==> config.mk <==
export PLATFORM = sky130hd
export DESIGN_NAME = semaphore_arbiter
export DESIGN_NICKNAME = d
export VERILOG_FILES = /design/src/rtl/semaphore_arbiter.sv
export SDC_FILE = /design/constraint.sdc
export NUM_CORES = 1
export LEC_CHECK = 0
export ABC_AREA = 1
export CAP_MARGIN = 10
export CORE_MARGIN = 2
export CORE_UTILIZATION = 31
export CTS_CLUSTER_SIZE = 40
export DETAILED_ROUTE_END_ITERATION = 8
export DONT_BUFFER_PORTS = 1
export HOLD_SLACK_MARGIN = 0.05
export PLACE_DENSITY = 0.44
export RECOVER_POWER = 25
export SYNTH_ARGS = -nofsm -noshare
export SYNTH_HDL_FRONTEND = slang
export SYNTH_SLANG_ARGS = --single-unit
==> constraint.sdc <==
create_clock -name CLK -period 1.1 [get_ports CLK]
set_clock_uncertainty 0.15 [all_clocks]
set_input_delay 0.33 -clock CLK [delete_from_list [all_inputs] [get_ports CLK]]
set_output_delay 0.33 -clock CLK [all_outputs]
set_load 0.02 [all_outputs]
==> src/rtl/semaphore_arbiter.sv <==
// Round-robin TAKE/GIVE front end for the semaphore count register.
// Optional sticky overflow flag: define SEMAPHOREARB_OVERFLOW_EN.
module semaphore_arbiter #(
  parameter int NumberOfCores = 2,
  parameter int MaxCount      = 15
) (
  input  logic                     CLK,
  input  logic                     SEMAPHOREARB_nRESET,
  input  logic [NumberOfCores-1:0] SEMAPHOREARB_TAKE_REQ,
  input  logic [NumberOfCores-1:0] SEMAPHOREARB_GIVE_REQ,
  output logic [NumberOfCores-1:0] SEMAPHOREARB_ACK,
  output logic [NumberOfCores-1:0] SEMAPHOREARB_WAIT,
  input  logic [3:0]               SEMAPHOREARB_CntIn,
  output logic [3:0]               SEMAPHOREARB_CntOut,
  output logic                     SEMAPHOREARB_WR
`ifdef SEMAPHOREARB_OVERFLOW_EN
  ,
  output logic                     SEMAPHOREARB_OVERFLOW
`endif
);

  localparam int              IdxW    = (NumberOfCores > 1) ? $clog2(NumberOfCores) : 1;
  localparam logic [IdxW:0]   CoresW  = (IdxW+1)'(NumberOfCores);
  localparam logic [IdxW-1:0] LastIdx = IdxW'(NumberOfCores - 1);
  localparam logic [3:0]      MaxCnt  = 4'(MaxCount);

  typedef enum logic [0:0] {
    ST_IDLE   = 1'b0,
    ST_COMMIT = 1'b1
  } state_e;

  state_e                   state_q, state_d;
  logic [IdxW-1:0]          rr_ptr_q, rr_ptr_d;
  logic [IdxW-1:0]          sel_q, sel_d;
  logic [NumberOfCores-1:0] mask_q, mask_d;
  logic [NumberOfCores-1:0] ack_q, ack_d;
  logic [NumberOfCores-1:0] wait_q, wait_d;
  logic [3:0]               cnt_out_q, cnt_out_d;
  logic                     wr_q, wr_d;
`ifdef SEMAPHOREARB_OVERFLOW_EN
  logic                     ovf_q, ovf_d;
`endif

  logic                     cnt_nz_s;
  logic [NumberOfCores-1:0] eligible_s;
  logic                     found_s;
  logic                     hit_s;
  logic [IdxW-1:0]          pick_s;
  logic [IdxW:0]            scan_s;
  logic                     give_sel_s;
  logic [3:0]               cnt_next_s;

  function automatic logic [NumberOfCores-1:0] onehot(input logic [IdxW-1:0] idx);
    onehot      = '0;
    onehot[idx] = 1'b1;
  endfunction

  // Eligible set: GIVE always, TAKE only with a nonzero count; last served core sits out once.
  always_comb begin
    cnt_nz_s   = |SEMAPHOREARB_CntIn;
    eligible_s = (SEMAPHOREARB_GIVE_REQ | (SEMAPHOREARB_TAKE_REQ & {NumberOfCores{cnt_nz_s}}))
                 & ~mask_q;
  end

  // Scan from rr_ptr upward with wrap; first eligible core wins.
  always_comb begin
    found_s = 1'b0;
    hit_s   = 1'b0;
    pick_s  = '0;
    scan_s  = '0;
    for (int i = 0; i < NumberOfCores; i++) begin
      scan_s  = {1'b0, rr_ptr_q} + (IdxW+1)'(i);
      scan_s  = (scan_s >= CoresW) ? (scan_s - CoresW) : scan_s;
      hit_s   = ~found_s & eligible_s[scan_s[IdxW-1:0]];
      pick_s  = hit_s ? scan_s[IdxW-1:0] : pick_s;
      found_s = found_s | hit_s;
    end
  end

  // GIVE wins over TAKE on the same core; GIVE saturates at the ceiling.
  always_comb begin
    give_sel_s = SEMAPHOREARB_GIVE_REQ[pick_s];
    if (give_sel_s) begin
      cnt_next_s = (SEMAPHOREARB_CntIn >= MaxCnt) ? MaxCnt : (SEMAPHOREARB_CntIn + 4'd1);
    end else begin
      cnt_next_s = SEMAPHOREARB_CntIn - 4'd1;
    end
  end

  // Next-state and registered-output logic of the IDLE/COMMIT machine.
  always_comb begin
    state_d   = state_q;
    rr_ptr_d  = rr_ptr_q;
    sel_d     = sel_q;
    mask_d    = mask_q;
    ack_d     = '0;
    wr_d      = 1'b0;
    cnt_out_d = cnt_out_q;
    wait_d    = SEMAPHOREARB_TAKE_REQ & {NumberOfCores{~cnt_nz_s}};
`ifdef SEMAPHOREARB_OVERFLOW_EN
    ovf_d     = ovf_q;
`endif
    case (state_q)
      ST_IDLE: begin
        mask_d = '0;
        if (found_s) begin
          state_d   = ST_COMMIT;
          sel_d     = pick_s;
          ack_d     = onehot(pick_s);
          wr_d      = 1'b1;
          cnt_out_d = cnt_next_s;
`ifdef SEMAPHOREARB_OVERFLOW_EN
          ovf_d     = ovf_q | (give_sel_s & (SEMAPHOREARB_CntIn == MaxCnt));
`endif
        end else begin
          state_d = ST_IDLE;
        end
      end
      ST_COMMIT: begin
        state_d  = ST_IDLE;
        rr_ptr_d = (sel_q == LastIdx) ? '0 : (sel_q + IdxW'(1));
        mask_d   = onehot(sel_q);
      end
      default: begin
        state_d = ST_IDLE;
      end
    endcase
  end

  // State and output registers.
  always_ff @(posedge CLK or negedge SEMAPHOREARB_nRESET) begin
    if (!SEMAPHOREARB_nRESET) begin
      state_q   <= ST_IDLE;
      rr_ptr_q  <= '0;
      sel_q     <= '0;
      mask_q    <= '0;
      ack_q     <= '0;
      wait_q    <= '0;
      cnt_out_q <= 4'd0;
      wr_q      <= 1'b0;
`ifdef SEMAPHOREARB_OVERFLOW_EN
      ovf_q     <= 1'b0;
`endif
    end else begin
      state_q   <= state_d;
      rr_ptr_q  <= rr_ptr_d;
      sel_q     <= sel_d;
      mask_q    <= mask_d;
      ack_q     <= ack_d;
      wait_q    <= wait_d;
      cnt_out_q <= cnt_out_d;
      wr_q      <= wr_d;
`ifdef SEMAPHOREARB_OVERFLOW_EN
      ovf_q     <= ovf_d;
`endif
    end
  end

  assign SEMAPHOREARB_ACK    = ack_q;
  assign SEMAPHOREARB_WAIT   = wait_q;
  assign SEMAPHOREARB_CntOut = cnt_out_q;
  assign SEMAPHOREARB_WR     = wr_q;
`ifdef SEMAPHOREARB_OVERFLOW_EN
  assign SEMAPHOREARB_OVERFLOW = ovf_q;
`endif

endmodule
==> summary by stage, run 1 <==
Yosys
The synthesis-stage register bit count is 13. The sequential cell area fraction in the yosys report is 0.4561. The synthesized netlist cell count is 85. sky130_fd_sc_hd__dfrtp_1 takes more of the synthesized area than any other cell.

Yosys attributes the largest share of cell area to sky130_fd_sc_hd__dfrtp_1 (46%), sky130_fd_sc_hd__nand3_1 (11%), sky130_fd_sc_hd__inv_1 (7.4%). Summing every instance area after synthesis gives about 700 sq um. The count of yosys warnings during synthesis is 0. The top cell type's share of synthesized area is 0.4561. A synthesized cell averages around 8.4 sq um. Yosys mapped the design onto 20 distinct sky130hd cell types. Counting every net in the synthesized netlist gives 97.

Die
The floorplan step defined a core boundary enclosing 0.002191 sq mm. The top-level I/O count is 19. The horizontal extent of the die is 51.97 um. The height of the chip is 51.97 um. The total die area is 0.002700 sq mm. The effective utilization at floorplan is 0.3255.

In this run the core area contains 17 standard-cell rows.

Final layout
The library cells used most frequently in the layout, excluding fill and tap cells, are sky130_fd_sc_hd__inv_1 (12), sky130_fd_sc_hd__buf_4 (11), sky130_fd_sc_hd__nand2_1 (10). The finished cells cover 0.001035 sq mm. The area added between synthesis and finish is 45.09%. Once layout is complete, the cells apart from fillers number 133. The leading cell type in the layout, fill and taps excluded is sky130_fd_sc_hd__inv_1. The number of nets in the finished design is 118. The repair_antennas step left the layout with diodes totalling 0. The share of cells above drive strength 1 is 0.5238.

CTS
CTS built an H-tree with a depth of 1. In this run the deepest clock path goes through 2 buffers. The tree built by TritonCTS fans out to 13 sinks. The number of hold-repair buffers added at the cts stage is 3. The number of buffers inserted during clock tree synthesis is 3. The latest clock arrival within the worst-skew pair is about 0.28 ns.

Clock-pin slew was measured on the worst setup and hold paths at 0.09 ns. CTS placed an instance of sky130_fd_sc_hd__clkbuf_4 at the clock tree root. TritonCTS built the clock tree.

Detailed routing
The uppermost metal layer occupied by signal nets is met4. Summed over all nets, wire length on met2 after detailed routing comes to 852 um. The count of vias placed by the detailed router is 613. The mean routed wirelength per cell is 12.29 um. The vias per cell is 4.609. The total length of routed met3 wires is 73 um. After the first detailed-routing iteration, the DRC count stood at 2. The final layout contains routed wiring with a total length of around 1.6 mm. The number of design rule violations left after detail routing is 0.

The number of detailed-routing iterations run before antenna repair is 4. The count of nets left with antenna violations once routing finished came out at 0. The total routed wire length on the met1 layer is 674 um.

Placed design
Port buffering added 0 buffers. Before CTS, the worst setup slack after placement is -0.4551 ns. The post-placement cell count is 124. The post-detailed-placement half-perimeter wirelength is 1.155 mm. The placed instances occupy a cell area of ~900 sq um. At the end of routability-driven placement, the weighted congestion stood at 0.8132.

Pwr
Across the VDD grid, the largest voltage drop is 1.263 mV. The static leakage is between 0.5 and 0.6 nW. Dividing total power by cell area gives a power density of 2334 mW/mm^2. The design draws 0.002416 W.

Timing
The total count of hold-check failures in the final report came to 13. The final hold slack is -0.08094 ns. The number of failing setup endpoints in the final timing report is 17.

The worst path in the final design needs a cycle of 1.308 ns, including I/O delays and setup. The maximum frequency from static timing analysis is 0.7647 GHz. After layout, the worst setup slack is -0.2077 ns. In this run the tightest slew margin relative to its limit is 0.5167. Setup repair after global routing could not meet its margin everywhere. The actual transition at the worst max-transition pin is about 0.72 ns.

In the finished design, the share of the clock period the worst path needs comes to 1.189. The final max-slew violation count is 0.

Global routing
Summed over all layers, the global routing overflow is 0. The pin count of the biggest net entering global routing is 14. Across every metal layer, demand over resource in global routing totals 0.1499. The via count of the first global-routing pass is 645. The first global-routing pass estimated around 2.8 mm of wire. The initial antenna violation count came to 0.

Outcome
The final reports fail on negative hold slack, negative setup slack. The run finished, with violations left.

Critical path
STA puts the critical path data arrival time at approximately 1.4 ns. In this run the critical register-to-register path is captured at SEMAPHOREARB_CntOut[0]$_DFFE_PN0P_. The type of the worst setup path is reg -> reg. The endpoint required time on the critical path is about 1.2 ns. The worst register-to-register path has a setup slack of -0.21 ns.

The worst setup path is captured at a flop. The number of cells on the worst reg-to-reg path is 7. The worst setup path is launched from a flop. The beginning of the worst register-to-register path is mask_q[1]$_DFF_PN0_. Of all nets on the critical path, the largest fanout is 7.

Worst hold path
The worst hold-check path type is in -> async.

Job
Across the run, the number of max-cap violations was 0.
[repair_timing]
action / CTS / global route
pin swaps: 2 / 9
cloned: 0 / 0
buffers inserted: 1 / 2
setup endpoints to repair: 17 / 30
endpoints found under the hold margin: 15 / 13
gates resized for setup: 12 / 13
[report_power, final]
part | leakage [nW] | internal [W] | switching [W]
combinational | 0.349 | 0.000509 | 0.000665
sequential | 0.153 | 0.000695 | 0.000241
clock | 0.0150 | 0.000141 | 0.000165
total | 0.517 | 0.00134 | 0.00107
[metal layers]
metal  vias up  global-route usage
met5         -                   0
met4         0             0.07895
met3         4             0.04023
met2        13              0.2532
met1       292              0.1709
li1        304                   -
[how the worst max path moves through the flow]
stage,endpoint,start
after floorplan,SEMAPHOREARB_CntOut[2]$_DFFE_PN0P_,SEMAPHOREARB_CntIn[1]
after global placement,SEMAPHOREARB_CntOut[3]$_DFFE_PN0P_,SEMAPHOREARB_CntIn[0]
after detailed placement,SEMAPHOREARB_CntOut[2]$_DFFE_PN0P_,SEMAPHOREARB_CntIn[0]
after CTS,SEMAPHOREARB_WR,state_q$_DFF_PN0_
after global routing,SEMAPHOREARB_CntOut[2]$_DFFE_PN0P_,mask_q[1]$_DFF_PN0_
final,SEMAPHOREARB_CntOut[0]$_DFFE_PN0P_,mask_q[1]$_DFF_PN0_
[flip-flops by register name (all words and copies together) (netlist names)]
signal	count
SEMAPHOREARB_CntOut	4
SEMAPHOREARB_ACK	2
SEMAPHOREARB_WAIT	2
mask_q	2
rr_ptr_q	1
sel_q	1
state_q	1
[worst max-delay path, cell delays in order (launching register included)]
cell and delay (ns):
sky130_fd_sc_hd__dfrtp_1 0.40, sky130_fd_sc_hd__a21oi_4 0.22, sky130_fd_sc_hd__inv_2 0.06, sky130_fd_sc_hd__nand2_2 0.08, sky130_fd_sc_hd__nand2_4 0.10, sky130_fd_sc_hd__clkinv_4 0.09, sky130_fd_sc_hd__nor2_2 0.04, sky130_fd_sc_hd__a21oi_2 0.10
[cell usage after synthesis]
cell                       count
sky130_fd_sc_hd__inv_1        14
sky130_fd_sc_hd__nand2_4       1
sky130_fd_sc_hd__nor3_1        1
sky130_fd_sc_hd__a21oi_1       3
sky130_fd_sc_hd__xnor2_1       1
sky130_fd_sc_hd__buf_6         1
sky130_fd_sc_hd__or2_2         1
sky130_fd_sc_hd__nor2_2        2
sky130_fd_sc_hd__nand2_2       5
sky130_fd_sc_hd__clkinv_4      1
sky130_fd_sc_hd__nor2_1        6
sky130_fd_sc_hd__nand3_2       1
sky130_fd_sc_hd__nand2_1      12
sky130_fd_sc_hd__dfrtp_1      13
sky130_fd_sc_hd__xor2_1        2
sky130_fd_sc_hd__o21ai_0       2
sky130_fd_sc_hd__ha_1          2
sky130_fd_sc_hd__a21oi_4       1
sky130_fd_sc_hd__nand3_1      15
sky130_fd_sc_hd__inv_2         1
[cell families after synthesis]
group	synth area share
buffers and inverters	0.1070
and+or+nand+nor	0.3070
adders and majority gates	0.03508
xor gates and xnor gates	0.03685
DFF	0.4561
AOI/OAI and AO/OA	0.05790
[through the flow]
| step | util | TNS, ns |
|---|---|---|
| finish | 0.4723 | -2.327 |
| global placement | 0.4095 | -3.126 |
| floorplan | - | -2.321 |
| global route | 0.4723 | -3.122 |
| CTS | 0.4552 | -2.783 |
| detailed placement | 0.4095 | -3.152 |
[cell type report]
class	instances	area [sq um]
fillers	215	1156
multi-input cells	55	414.1
flip-flops and latches	13	334.1
repair buffers	17	140.1
inverters	16	85.08
well taps	28	35.03
clock buffers	4	26.28
Note: power is estimated with default switching activity, not from simulation.
==> run 2, diff against run 1 <==
Settings changed: CELL_PAD_IN_SITES_DETAIL_PLACEMENT set to 0, CELL_PAD_IN_SITES_GLOBAL_PLACEMENT set to 2, CORE_UTILIZATION 31 to 30, PLACE_DENSITY 0.44 to 0.68.
==> summary by stage, run 2 (synthesized netlist as in run 1, its figures left out) <==
Outcome
Status: complete, but fails checks (unchanged). Violated checks: negative setup slack (was negative hold slack, negative setup slack).

Global routing
The remaining global-route overflow is 0 (unchanged). The total routing usage reported by global routing was 0.1384 (was 0.1499). The initial antenna violation count was 0 (unchanged). The first-pass GRT wire length is 2.697 mm (was 2.829 mm). The via count of the first global-routing pass is 656 (was 645). The pin count of the biggest net entering global routing is 14 (unchanged).

Timing
The final worst slack came to -0.1848 ns (was -0.2077 ns). The actual transition at the worst max-transition pin is 0.6015 ns (was 0.7249 ns). The time the final worst path needs with I/O delays and setup is 1.285 ns (was 1.308 ns).

The normalized max-slew margin is 0.5990 (was 0.5167). The total count of hold-check failures in the final report is 0 (was 13). The summed negative setup slack over all endpoints is -1.997 ns (was -2.327 ns).

The number of failing setup endpoints in the final timing report is 17 (unchanged). The maximum frequency from static timing analysis is 0.7783 GHz (was 0.7647 GHz). The final critical-path share of the clock period is 1.168 (was 1.189). The final max-slew violation count is 0 (unchanged). Unrepaired setup endpoints after global routing: true (unchanged).

Worst hold path
The worst hold-check path type is in -> async (unchanged).

Die
The area of the core was 0.002233 sq mm (was 0.002191 sq mm). The count of standard-cell rows is 17 (unchanged). The total die area is 0.002783 sq mm (was 0.002700 sq mm). The effective utilization at floorplan is 0.3193 (was 0.3255). The height of the chip is 52.76 um (was 51.97 um). The top-level I/O count was 19 (unchanged). The horizontal extent of the die was 52.76 um (was 51.97 um).

Placed design
The post-detailed-placement half-perimeter wirelength is 1.179 mm (was 1.155 mm). The instance area after placement is 904.6 sq um (was 897.1 sq um). The placer's final routability congestion estimate is 0.7691 (was 0.8132). The port buffer count is 0 (unchanged).

CTS
The number of buffers inserted during clock tree synthesis is 3 (unchanged). The root buffer cell is sky130_fd_sc_hd__clkbuf_4 (unchanged). The maximum level of the CTS H-tree is 1 (unchanged). The clock sink count is 13 (unchanged). The clock tree from TritonCTS is yes (unchanged). The latest clock arrival within the worst-skew pair is 0.27 ns (was 0.28 ns). The post-CTS clock slew at the launch and capture registers of the worst setup and hold paths came to 0.08 ns (was 0.09 ns).

The buffers inserted during post-CTS setup optimization is 0 (was 1). The number of hold-repair buffers added at the cts stage came to 3 (unchanged). The deepest clock path buffer count was 2 (unchanged).

Pwr
The overall power consumption came to 0.002273 W (was 0.002416 W). The total power density per cell area came to 2262 mW/mm^2 (was 2334 mW/mm^2). The total net switching power was 0.0009906 W (was 0.001071 W). The relative contribution of the clock network to total power came to 0.129 (was 0.127). The cell-internal power is 0.001282 W (was 0.001344 W). The net switching share of the total power was 0.4359 (was 0.4435). The static leakage is 0.5103 nW (was 0.5166 nW). The maximum VDD drop was 1.372 mV (was 1.263 mV).

The portion of total power attributed to combinational logic was 0.456 (was 0.486). The sequential group share of total power is 0.415 (was 0.387).

Detailed routing
The mean routed wirelength per cell is 11.74 um (was 12.29 um). The vias per cell is 4.515 (was 4.609). The met2 layer wire length in the routed design is 837 um (was 852 um).

The number of design rule violations left after detail routing is 0 (unchanged). The total length of routed met3 wires is 63 um (was 73 um). The number of detailed-routing iterations run before antenna repair is 2 (was 4).

The count of nets left with antenna violations after detail routing is 0 (unchanged). The DRC marker count from the first detailed-route iteration is 4 (was 2). The routed wire length came to 1.550 mm (was 1.634 mm). The uppermost metal layer occupied by signal nets is met4 (unchanged). The total routed wire length on the met1 layer is 634 um (was 674 um). The count of vias placed by the detailed router is 596 (was 613).

Critical path
The cell count along the critical path is 6 (was 7). The type of element launching the critical path is a flop (unchanged). The critical path buffer and inverter count was 0 (was 2). The type of the worst setup path is reg -> reg (unchanged). The family of cells with the greatest summed delay on the critical path is simple AND/OR/NAND/NOR gates (was flip-flops).

The most numerous cell on the critical path is sky130_fd_sc_hd__nand2_2. The number of cells on the worst reg-to-reg path is 6 (was 7). The maximum fanout count along the critical path is 5 (was 7). Critical path, cell by cell: a21oi_4, nand2_2, nand2_2, nand3_1, nand3_2, nand2_1 (was a21oi_4, inv_2, nand2_2, nand2_4, clkinv_4, nor2_2, a21oi_2). The type of destination of the critical path is a flop (unchanged).

The worst reg-to-reg setup slack is -0.18 ns (was -0.21 ns). The worst-path cell with the longest stage delay was sky130_fd_sc_hd__dfrtp_1 (unchanged). The endpoint required time on the critical path is 1.12 ns (was 1.16 ns). The arrival time at the worst endpoint is 1.30 ns (was 1.37 ns). The delay of the slowest cell on the worst path is 0.40 ns (about the same).

Job
The max-capacitance violation count is 0 (unchanged).

Final layout
Most used cells in the layout excluding fill and tap cells: sky130_fd_sc_hd__inv_1 (12), sky130_fd_sc_hd__buf_4 (11), sky130_fd_sc_hd__nand2_1 (10) (unchanged). The post-route cell area is 0.001005 sq mm (was 0.001035 sq mm). The area added between synthesis and finish is 40.88% (was 45.09%).

The leading cell type in the layout, fill and taps excluded is sky130_fd_sc_hd__inv_1 (unchanged). The number of nets in the finished design is 117 (was 118). The flip-flop count of the largest register after layout is 4 (unchanged).

The share of cells above drive strength 1 came to 0.4808 (was 0.5238). The diode insertion count for antenna repair is 0 (unchanged).
## run 2: cell types whose count changed in the layout (fill, tap and decap cells not counted), sizes merged
cell	change
buf	-1
clkbuf	-1
clkdlybuf4s25	+1
## run 2: cell type report
type	instances	area [sq um]
clock buffer	4	26.28
fill	242	1229
inverter	16	85.08
multi-input combinational	55	390.4
sequential	13	332.8
tap	28	35.03
timing repair buffer	16	135.1
## run 2: metal layers
layer	GRT usage	vias to the layer above
met3	0.05429	2
met1	0.1544	285
met2	0.2292	9
li1	-	300
met5	0	-
met4	0.06410	0
## run 2: stage by stage
stage	util	setup WS, ns	hold slack [ns]	cells
after floorplan	-	-0.3690	-0.1156	85
after global placement	0.4050	-0.4540	-0.1153	125
after detailed placement	0.4050	-0.4559	-0.1153	125
after CTS	0.4403	-0.1929	0.05871	132
after global routing	0.4499	-0.2857	0.05400	132
final	0.4499	-0.1848	0.04938	132
## run 2: what timing repair did
| item | in CTS | in global routing |
|---|---|---|
| gates resized for setup | 8 | 9 |
| endpoints found under the hold margin | 15 | 13 |
| setup endpoints to repair | 17 | 30 |
| pin swaps | 4 | 1 |
## run 2: path summary, 6_finish.rpt
path                                                            to                  start
worst max-delay path            SEMAPHOREARB_CntOut[3]$_DFFE_PN0P_    mask_q[1]$_DFF_PN0_
worst min-delay path                           mask_q[1]$_DFF_PN0_    SEMAPHOREARB_nRESET
worst max register to register  SEMAPHOREARB_CntOut[3]$_DFFE_PN0P_    mask_q[1]$_DFF_PN0_
worst min register to register                 mask_q[0]$_DFF_PN0_      sel_q$_DFFE_PN0P_
max in group asynchronous       SEMAPHOREARB_CntOut[0]$_DFFE_PN0P_    SEMAPHOREARB_nRESET
min in group CLK                    SEMAPHOREARB_WAIT[1]$_DFF_PN0_  SEMAPHOREARB_CntIn[2]
## run 2: worst reg2reg max path: stages (launching register included)
cell and delay (ns):
sky130_fd_sc_hd__dfrtp_1 0.40, sky130_fd_sc_hd__a21oi_4 0.19, sky130_fd_sc_hd__nand2_2 0.13, sky130_fd_sc_hd__nand2_2 0.10, sky130_fd_sc_hd__nand3_1 0.10, sky130_fd_sc_hd__nand3_2 0.07
sky130_fd_sc_hd__nand2_1 0.05
## run 2: power groups by stage
stage                     Sequential (W)  Combinational [W]  Clock [W]
after floorplan                 0.000935           0.000603          0
after global placement          0.000925           0.000904          0
after global routing            0.000967            0.00117   0.000334
after detailed placement        0.000927           0.000911          0
after CTS                       0.000937           0.000983   0.000311
final                           0.000944            0.00104   0.000293
==> run 3, diff against run 2 <==
Settings changed: CELL_PAD_IN_SITES_DETAIL_PLACEMENT 0 to not set, CELL_PAD_IN_SITES_GLOBAL_PLACEMENT 2 to not set, CORE_UTILIZATION 30 to 31, CTS_BUF_LIST set to sky130_fd_sc_hd__clkbuf_4, PLACE_DENSITY 0.68 to 0.44.
==> summary by stage, run 3 (synthesized netlist as in run 1, its figures left out) <==
CTS
The clock tree from TritonCTS is yes (unchanged). The clock sink count is 13 (unchanged). The number of buffers inserted during clock tree synthesis is 3 (unchanged).

The latest clock arrival within the worst-skew pair was 0.28 ns (was 0.27 ns). The root buffer cell was sky130_fd_sc_hd__clkbuf_4 (unchanged). The number of hold-repair buffers added at the cts stage is 3 (unchanged). The post-CTS clock slew at the launch and capture registers of the worst setup and hold paths came to 0.09 ns (was 0.08 ns). The deepest clock path buffer count is 2 (unchanged). The maximum level of the CTS H-tree is 1 (unchanged).

Outcome
Status: complete, but fails checks (unchanged). Violated checks: negative hold slack, negative setup slack (was negative setup slack).

Global routing
The first-pass GRT wire length came to 2.822 mm (was 2.697 mm). The via count of the first global-routing pass is 640 (was 656). The fraction of met2 tracks used by global routing is 0.2553 (was 0.2292). The met1 routing resource usage after global routing is 0.1673 (was 0.1544). The remaining global-route overflow was 0 (unchanged).

The initial antenna violation count is 0 (unchanged). The pin count of the biggest net entering global routing is 14 (unchanged). The total routing usage reported by global routing is 0.1493 (was 0.1384). The highest-utilization routing layer at the global route stage is met2 (unchanged). The routing usage on met3 is 0.04023 (was 0.05429).

Critical path
The type of the worst setup path is reg -> reg (unchanged). The maximum fanout count along the critical path is 7 (was 5). The type of element launching the critical path is a flop (unchanged). The worst setup path startpoint is mask_q[1]$_DFF_PN0_ (unchanged).

The arrival time at the worst endpoint was 1.38 ns (was 1.30 ns). The endpoint required time on the critical path was 1.16 ns (was 1.12 ns). The worst reg-to-reg setup slack was -0.22 ns (was -0.18 ns). The beginning of the worst register-to-register path is mask_q[1]$_DFF_PN0_ (unchanged). The critical register-to-register path endpoint is SEMAPHOREARB_CntOut[0]$_DFFE_PN0P_ (was SEMAPHOREARB_CntOut[3]$_DFFE_PN0P_). The number of cells on the worst reg-to-reg path was 7 (was 6). The critical path capture point is SEMAPHOREARB_CntOut[0]$_DFFE_PN0P_ (was SEMAPHOREARB_CntOut[3]$_DFFE_PN0P_). The type of destination of the critical path is a flop (unchanged).

Timing
The total count of hold-check failures in the final report is 13 (was 0). The actual transition at the worst max-transition pin came to 0.7239 ns (was 0.6015 ns). Unrepaired setup endpoints after global routing: true (unchanged). The final max-slew violation count is 0 (unchanged). The summed negative setup slack over all endpoints is -2.381 ns (was -1.997 ns). The number of failing setup endpoints in the final timing report is 17 (unchanged). The normalized max-slew margin is 0.5174 (was 0.5990). The time the final worst path needs with I/O delays and setup was 1.315 ns (was 1.285 ns).

The final hold slack is -0.08247 ns (was 0.04938 ns). The final worst slack is -0.2152 ns (was -0.1848 ns). The final critical-path share of the clock period was 1.196 (was 1.168). The maximum frequency from static timing analysis is 0.7603 GHz (was 0.7783 GHz).

Placed design
The worst slack at placement came to -0.4551 ns (was -0.4559 ns). The placer's final routability congestion estimate is 0.8132 (was 0.7691). The port buffer count came to 0 (unchanged). The instance area after placement is 897.1 sq um (was 904.6 sq um).

The post-detailed-placement half-perimeter wirelength is 1.155 mm (was 1.179 mm).

Final layout
The flip-flop count of the largest register after layout is 4 (unchanged). The area used by multi-input combinational logic is 414.1 sq um (was 390.4 sq um). The number of nets in the finished design is 118 (was 117). The register cell area after layout is 334.1 sq um (was 332.8 sq um).

The area added between synthesis and finish was 45.61% (was 40.88%). The post-route cell area was 0.001039 sq mm (was 0.001005 sq mm). Most used cells in the layout excluding fill and tap cells: sky130_fd_sc_hd__inv_1 (12), sky130_fd_sc_hd__buf_4 (11), sky130_fd_sc_hd__nand2_1 (10) (unchanged).

The diode insertion count for antenna repair is 0 (unchanged). The fraction of the core area covered by cells at the end of the flow came to 0.4740 (was 0.4499). The share of cells above drive strength 1 was 0.5333 (was 0.4808). The total of fill cells in the finished design is 228 (was 242). The leading cell type in the layout, fill and taps excluded was sky130_fd_sc_hd__inv_1 (unchanged).

Die
The top-level I/O count was 19 (unchanged). The height of the chip is 51.97 um (was 52.76 um). The effective utilization at floorplan came to 0.3255 (was 0.3193). The count of standard-cell rows is 17 (unchanged).

The area of the core came to 0.002191 sq mm (was 0.002233 sq mm). The horizontal extent of the die is 51.97 um (was 52.76 um). The total die area is 0.002700 sq mm (was 0.002783 sq mm).

Worst hold path
The worst hold-check path type is in -> async (unchanged).

Job
The max-capacitance violation count was 0 (unchanged).

Pwr
The overall power consumption is 0.002434 W (was 0.002273 W). The net switching share of the total power is 0.4391 (was 0.4359). The total power density per cell area is 2343 mW/mm^2 (was 2262 mW/mm^2). The static leakage is 0.5200 nW (was 0.5103 nW).

The sequential group share of total power came to 0.384 (was 0.415). The maximum VDD drop is 1.322 mV (was 1.372 mV). The portion of total power attributed to combinational logic is 0.479 (was 0.456). The cell-internal power was 0.001365 W (was 0.001282 W). The relative contribution of the clock network to total power is 0.136 (was 0.129).

The total net switching power is 0.001069 W (was 0.0009906 W).

Detailed routing
The number of design rule violations left after detail routing came to 0 (unchanged). The routed wire length was 1.614 mm (was 1.550 mm). The count of nets left with antenna violations after detail routing is 0 (unchanged). The mean routed wirelength per cell is 12.14 um (was 11.74 um). The number of detailed-routing iterations run before antenna repair is 3 (was 2). The count of vias placed by the detailed router is 604 (was 596). The DRC marker count from the first detailed-route iteration is 5 (was 4).

The vias per cell is 4.541 (was 4.515).
[run 3: cell count changes in the layout (fill, tap and decap cells not counted), sizes merged]
cell           delta
clkdlybuf4s25     -1
buf               +1
clkbuf            +1
[run 3: repair_timing]
item,in CTS,in global routing
pin swaps,2,8
resized for setup,12,11
hold endpoints to repair,15,13
buffers inserted,1,1
setup endpoints to repair,17,30
[run 3: worst max-delay path, stage by stage (launching register included)]
cell                       delay (ns)
sky130_fd_sc_hd__dfrtp_1         0.40
sky130_fd_sc_hd__a21oi_4         0.22
sky130_fd_sc_hd__inv_2           0.06
sky130_fd_sc_hd__nand2_2         0.09
sky130_fd_sc_hd__nand2_4         0.10
sky130_fd_sc_hd__clkinv_4        0.09
sky130_fd_sc_hd__nor2_2          0.04
sky130_fd_sc_hd__a21oi_2         0.10
[run 3: worst min-delay path by stage]
stage | from | to | cells past startpoint
after floorplan | SEMAPHOREARB_nRESET | SEMAPHOREARB_ACK[0]$_DFF_PN0_ | 0
after global placement | SEMAPHOREARB_nRESET | SEMAPHOREARB_WAIT[0]$_DFF_PN0_ | 0
after detailed placement | SEMAPHOREARB_nRESET | SEMAPHOREARB_WAIT[1]$_DFF_PN0_ | 0
after CTS | SEMAPHOREARB_CntIn[2] | SEMAPHOREARB_WAIT[1]$_DFF_PN0_ | 3
after global routing | SEMAPHOREARB_nRESET | SEMAPHOREARB_WAIT[1]$_DFF_PN0_ | 1
final | SEMAPHOREARB_nRESET | SEMAPHOREARB_WAIT[1]$_DFF_PN0_ | 1
[run 3: power by group through the flow]
stage / clock, W / combinational [W] / sequential, W
after CTS: 0.000346 / 0.00105 / 0.000939
after detailed placement: 0 / 0.000907 / 0.000927
after global routing: 0.000369 / 0.00129 / 0.000965
final: 0.000332 / 0.00117 / 0.000935
after global placement: 0 / 0.000905 / 0.000926
after floorplan: 0 / 0.000603 / 0.000935
[run 3: through the flow]
step / hold WS [ns] / instances
3_3_place_gp: -0.1153 / 124
6_report: -0.08247 / 133
2_1_floorplan: -0.1156 / 85
4_1_cts: 0.05220 / 132
5_1_grt: -0.01657 / 133
3_5_place_dp: -0.1153 / 124
[run 3: area by class of cell]
class / instances / area share
Multi-Input combinational cell: 55 / 0.3988
Sequential cell: 13 / 0.3217
Timing Repair Buffer: 17 / 0.1349
Inverter: 16 / 0.08193
Tap cell: 28 / 0.03373
Clock buffer: 4 / 0.02892
[run 3: layer usage]
layer / wire length, um / vias to the layer above
met3: 67 / 4
met5: 0 / -
li1: - / 304
met4: 34 / 0
met2: 845 / 10
met1: 667 / 286
